<file path="config.mk">
export PLATFORM = sky130hd
export DESIGN_NAME = key_debounce
export DESIGN_NICKNAME = d
export VERILOG_FILES = /design/src/rtl/key_debounce.sv
export SDC_FILE = /design/constraint.sdc
export NUM_CORES = 1
export LEC_CHECK = 0
export BUFFER_PORTS_ARGS = -buffer_cell sky130_fd_sc_hd__buf_2
export CAP_MARGIN = 30
export CORE_MARGIN = 3
export CORE_UTILIZATION = 65
export DETAILED_ROUTE_END_ITERATION = 8
export PLACE_DENSITY_LB_ADDON = 0.2
export SYNTH_ARGS = -nofsm -noshare
export SYNTH_HDL_FRONTEND = slang
export SYNTH_SLANG_ARGS = --single-unit
</file>
<file path="constraint.sdc">
create_clock -name sys_clk -period 5.4 [get_ports sys_clk]
set_input_delay 1.35 -clock sys_clk [delete_from_list [all_inputs] [get_ports sys_clk]]
set_output_delay 1.35 -clock sys_clk [all_outputs]
set_load 0.1 [all_outputs]
</file>
<file path="src/rtl/key_debounce.sv">
// Two-key debouncer with press/release/long-press pulses; all outputs registered.
// Press/release latency is DEB_MAX+2 edges from the first differing raw sample.
module key_debounce #(
  parameter logic [25:0] DEB_MAX  = 26'd1000000,
  parameter logic [25:0] LONG_MAX = 26'd50000000
) (
  input  logic       sys_clk,
  input  logic       sys_rst,
  input  logic [1:0] key,
  output logic [1:0] key_value,
  output logic [1:0] key_press,
  output logic [1:0] key_release,
  output logic [1:0] key_long
);

  localparam logic [25:0] DEB_LAST  = DEB_MAX - 26'd1;
  localparam logic [25:0] LONG_LAST = LONG_MAX - 26'd1;

  typedef enum logic [1:0] {
    IDLE,
    PRESS_FILTER,
    HELD,
    RELEASE_FILTER
  } state_t;

  logic [1:0]  r_s1;
  logic [1:0]  r_s2;
  state_t      r_state    [2];
  logic [25:0] r_filt_cnt [2];
  logic [25:0] r_hold_cnt [2];

  always_ff @(posedge sys_clk) begin
    if (sys_rst) begin
      r_s1 <= 2'b11;
      r_s2 <= 2'b11;
    end else begin
      r_s1 <= key;
      r_s2 <= r_s1;
    end
  end

  always_ff @(posedge sys_clk) begin
    if (sys_rst) begin
      key_value   <= 2'b11;
      key_press   <= 2'b00;
      key_release <= 2'b00;
      key_long    <= 2'b00;
      for (int i = 0; i < 2; i++) begin
        r_state[i]    <= IDLE;
        r_filt_cnt[i] <= '0;
        r_hold_cnt[i] <= '0;
      end
    end else begin
      key_press   <= 2'b00;
      key_release <= 2'b00;
      key_long    <= 2'b00;
      for (int i = 0; i < 2; i++) begin
        // Hold timer runs across release bounces; saturates at LONG_MAX so it fires once.
        if (r_state[i] == HELD || r_state[i] == RELEASE_FILTER) begin
          if (r_hold_cnt[i] == LONG_LAST) begin
            key_long[i]   <= 1'b1;
            r_hold_cnt[i] <= LONG_MAX;
          end else if (r_hold_cnt[i] != LONG_MAX) begin
            r_hold_cnt[i] <= r_hold_cnt[i] + 26'd1;
          end
        end

        case (r_state[i])
          IDLE: begin
            if (!r_s2[i]) begin
              r_state[i]    <= PRESS_FILTER;
              r_filt_cnt[i] <= 26'd1;
            end
          end
          PRESS_FILTER: begin
            if (r_s2[i]) begin
              r_state[i]    <= IDLE;
              r_filt_cnt[i] <= '0;
            end else if (r_filt_cnt[i] == DEB_LAST) begin
              r_state[i]    <= HELD;
              r_filt_cnt[i] <= '0;
              r_hold_cnt[i] <= '0;
              key_value[i]  <= 1'b0;
              key_press[i]  <= 1'b1;
            end else begin
              r_filt_cnt[i] <= r_filt_cnt[i] + 26'd1;
            end
          end
          HELD: begin
            if (r_s2[i]) begin
              r_state[i]    <= RELEASE_FILTER;
              r_filt_cnt[i] <= 26'd1;
            end
          end
          RELEASE_FILTER: begin
            if (!r_s2[i]) begin
              r_state[i]    <= HELD;
              r_filt_cnt[i] <= '0;
            end else if (r_filt_cnt[i] == DEB_LAST) begin
              // Release wins over a coincident long-press pulse.
              r_state[i]     <= IDLE;
              r_filt_cnt[i]  <= '0;
              r_hold_cnt[i]  <= '0;
              key_value[i]   <= 1'b1;
              key_release[i] <= 1'b1;
              key_long[i]    <= 1'b0;
            end else begin
              r_filt_cnt[i] <= r_filt_cnt[i] + 26'd1;
            end
          end
          default: r_state[i] <= IDLE;
        endcase
      end
    end
  end

endmodule

</file>
==> summary.txt <==
===============================================================================================
Total nets after synthesis .......................................................          654
Layout area overhead .............................................................        12.4%
Initial cell density of the core .................................................        67.5%
Placer's final routability congestion estimate ...................................        0.861
Number of remaining DRC errors ...................................................            0
Count of antenna-violating nets left after detailed routing ......................            0
Synthesis warning total ..........................................................            0
Deepest level of the CTS H-tree ..................................................            4
Final instance count without filler cells ........................................          799
Share of final-layout standard cells stronger than drive strength 1 ..............        8.26%
Iteration-0 DRC count of the detailed router .....................................          375
Endpoint kind of the worst setup timing path .....................................     register
Drt first pass iters .............................................................            5
Leakage power of the design ......................................................      2.46 nW
Layout net count .................................................................          663
Antenna cells ....................................................................            0
Count of mapped cells out of synthesis ...........................................          644
Die extent in x ..................................................................       107 um
Crit Path Class .................................................................. input port to register
Netlist Area Pre-Place ...........................................................     6690 um2
Initial antenna violation count ..................................................            0
Commonest register cell after synthesis .......................................... sky130_fd_sc_hd__edfxtp_1
Worst Max-Slew Pin Slew ..........................................................     0.990 ns
Met3 WL ..........................................................................       704 um
#FFs+latches synth ...............................................................          120
Clock input transition at the sequential cells of the worst setup and hold paths .      0.06 ns
GRT Overall Usage ................................................................        26.1%
Cell types with the largest area share after synthesis ........................... sky130_fd_sc_hd__edfxtp_1, sky130_fd_sc_hd__xnor2_1, sky130_fd_sc_hd__xor2_1, sky130_fd_sc_hd__nor2_1, sky130_fd_sc_hd__dfxtp_1
Post-DP HPWL .....................................................................      8830 um
Worst Path Required ..............................................................      5.64 ns
Cells resized by post-CTS repair .................................................            0
Clk buf depth ....................................................................            2
Most frequent cells after synthesis .............................................. sky130_fd_sc_hd__edfxtp_1, sky130_fd_sc_hd__nor2_1, sky130_fd_sc_hd__xnor2_1
Worst slew margin ................................................................        33.8%
Data arrival time of the critical path ...........................................      3.60 ns
Launch point of the critical path ................................................      sys_rst
Die Span Y .......................................................................       107 um
Final std cell area, no fill .....................................................     7510 um2
Library cell occupying the most area in the post-synthesis netlist ............... sky130_fd_sc_hd__edfxtp_1
Vias after detailed routing ......................................................         5083
Wire length of the first global-routing pass .....................................     23600 um
Amount of wire on met2 after detailed routing ....................................      6780 um
Startpoint types .................................................................   input port
DR top layer .....................................................................         met4
Count of max-cap constraint violations ...........................................            0
Count of flip-flops with a built-in enable after synthesis .......................          108
Vias in the first global route ...................................................         4881
Netlist cell types ...............................................................           51
Clock latency on the worst-skew pair .............................................      0.54 ns
Reg-to-Reg Start ................................................................. r_filt_cnt[1][21]
Setup Skew .......................................................................   0.00656 ns
Die area .........................................................................    11500 um2
Final hold viol count ............................................................            0
Number of input and output port buffers inserted .................................           11
Register area share after synthesis ..............................................        52.1%
Worst slack, placed ..............................................................      1.57 ns
Average size of a mapped cell ....................................................     10.4 um2
Area share of the largest cell type after synthesis ..............................        48.5%
Average wire length per cell after detail routing ................................      17.4 um
Most common cell in the netlist .................................................. sky130_fd_sc_hd__edfxtp_1
Max-slew violations ..............................................................            0
Outcome ..........................................................................    completed
Count of placed standard cells including taps ....................................          767
Highest clock rate ...............................................................    0.298 GHz
Setup repair after global routing missed its margin ..............................           no
TritonCTS clock tree .............................................................        built
Drt total wl .....................................................................     13900 um
Ratio of total power to cell area ................................................   481 nW/um2
Top Ports ........................................................................           12
TritonCTS buffer count ...........................................................           17
CTS sink cnt .....................................................................          120
Final period utilization .........................................................        62.2%
Placed standard-cell area ........................................................     6880 um2
Hold Crit Class .................................................................. register to register
Per-cell via count in the routed design ..........................................         6.36
Final TNS setup ..................................................................         0 ns
Post-CTS Hold Buffers ............................................................            0
Startpoint of the worst hold path ................................................      r_s1[1]
Time the worst path needs with I/O delays and setup ..............................      3.36 ns
Worst vdd ir .....................................................................     0.297 mV
Clock root cell .................................................................. sky130_fd_sc_hd__clkbuf_8
Area of the placeable core .......................................................     9910 um2
Post-synthesis async set-or-reset flop share .....................................           0%
Number of setup violations in the final report ...................................            0
Largest net degree at the start of global routing ................................           29
PnR worst setup slack ............................................................      2.04 ns
Crit-path max FO .................................................................           28
Total routed wire length on the met1 layer .......................................      6140 um
Number of standard-cell rows in the floorplan ....................................           36
Aggregate global routing overflow ................................................            0
Buffer count from post-CTS setup fixing ..........................................            0
===============================================================================================
## worst max-delay path, cell delays in order
cell	delay, ns
sky130_fd_sc_hd__buf_2	0.24
sky130_fd_sc_hd__nand2b_1	0.23
sky130_fd_sc_hd__or4_1	0.55
sky130_fd_sc_hd__nor4_2	0.37
sky130_fd_sc_hd__or3_1	0.60
sky130_fd_sc_hd__buf_8	0.24
## flip-flops by register name, indices dropped and copies added (netlist names)
signal	count
key_value	2
r_hold_cnt	52
r_filt_cnt	52
r_state	4
key_long	2
key_release	2
r_s1	2
key_press	2
r_s2	2
## per-stage QoR
step	hold WS [ns]	power, mW	util, %
final	0.419	3.62	75.8
after global routing	0.437	3.80	75.8
after CTS	0.424	3.61	75.8
after detailed placement	0.402	2.37	69.4
after floorplan	0.389	2.15	-
after global placement	0.394	2.29	68.5
## cells in the final DEF, fill, tap and decap left out, types with 8 or more instances in the layout
master,Yosys,layout
sky130_fd_sc_hd__nand3_1,45,45
sky130_fd_sc_hd__xnor2_1,56,56
sky130_fd_sc_hd__xor2_1,44,44
sky130_fd_sc_hd__or3_1,8,8
sky130_fd_sc_hd__clkbuf_16,0,16
sky130_fd_sc_hd__nor2_1,99,99
sky130_fd_sc_hd__a21oi_1,19,19
sky130_fd_sc_hd__and4_1,13,13
sky130_fd_sc_hd__edfxtp_1,108,108
sky130_fd_sc_hd__and3_1,19,19
sky130_fd_sc_hd__nor3_1,24,24
sky130_fd_sc_hd__buf_2,3,11
sky130_fd_sc_hd__inv_1,14,14
sky130_fd_sc_hd__o22ai_1,12,12
sky130_fd_sc_hd__nor4_1,20,20
sky130_fd_sc_hd__nand4_1,22,22
sky130_fd_sc_hd__nand2_1,34,34
sky130_fd_sc_hd__dfxtp_1,12,12
## logic make-up (layout without fill, tap and decap cells)
logic type,Yosys count,count (layout),synth area share (%)
buffers and inverters,40,62,2.64
DFF,120,120,52.1
and+or+nand+nor,325,325,26.0
AOI/OAI and AO/OA,53,53,5.05
adders and majority gates,6,6,1.12
xor gates and xnor gates,100,100,13.1
## report_power, final
| part | internal, mW | leakage [nW] | total, mW | switching [mW] |
|---|---|---|---|---|
| combinational | 0.302 | 0.873 | 0.680 | 0.379 |
| clock | 0.830 | 0.316 | 1.23 | 0.397 |
| sequential | 1.37 | 1.27 | 1.71 | 0.338 |
## layout make-up
class	count	area [um2]
Tap cell	133	166
Sequential cell	120	3480
Multi-Input combinational cell	484	3030
Clock buffer	23	467
Timing Repair Buffer	16	148
Inverter	14	52.6
Clock inverter	9	170
Fill cell	643	2400
## per-layer routing
metal / global-route usage, % / vias up
met5: 0 / -
met4: 11.8 / 0
met3: 6.84 / 26
met2: 40.5 / 185
met1: 34.5 / 2486
li1: - / 2386
## path summary, 6_finish.rpt
check	to	slack, ns	cells past startpoint
hold reg to reg	r_s2[1]	0.42	1
setup reg to reg	r_hold_cnt[1][5]	2.09	6
setup / recovery	r_hold_cnt[1][5]	2.04	6
hold / removal	r_s2[1]	0.42	1
Power figures use the tool's default switching activity.
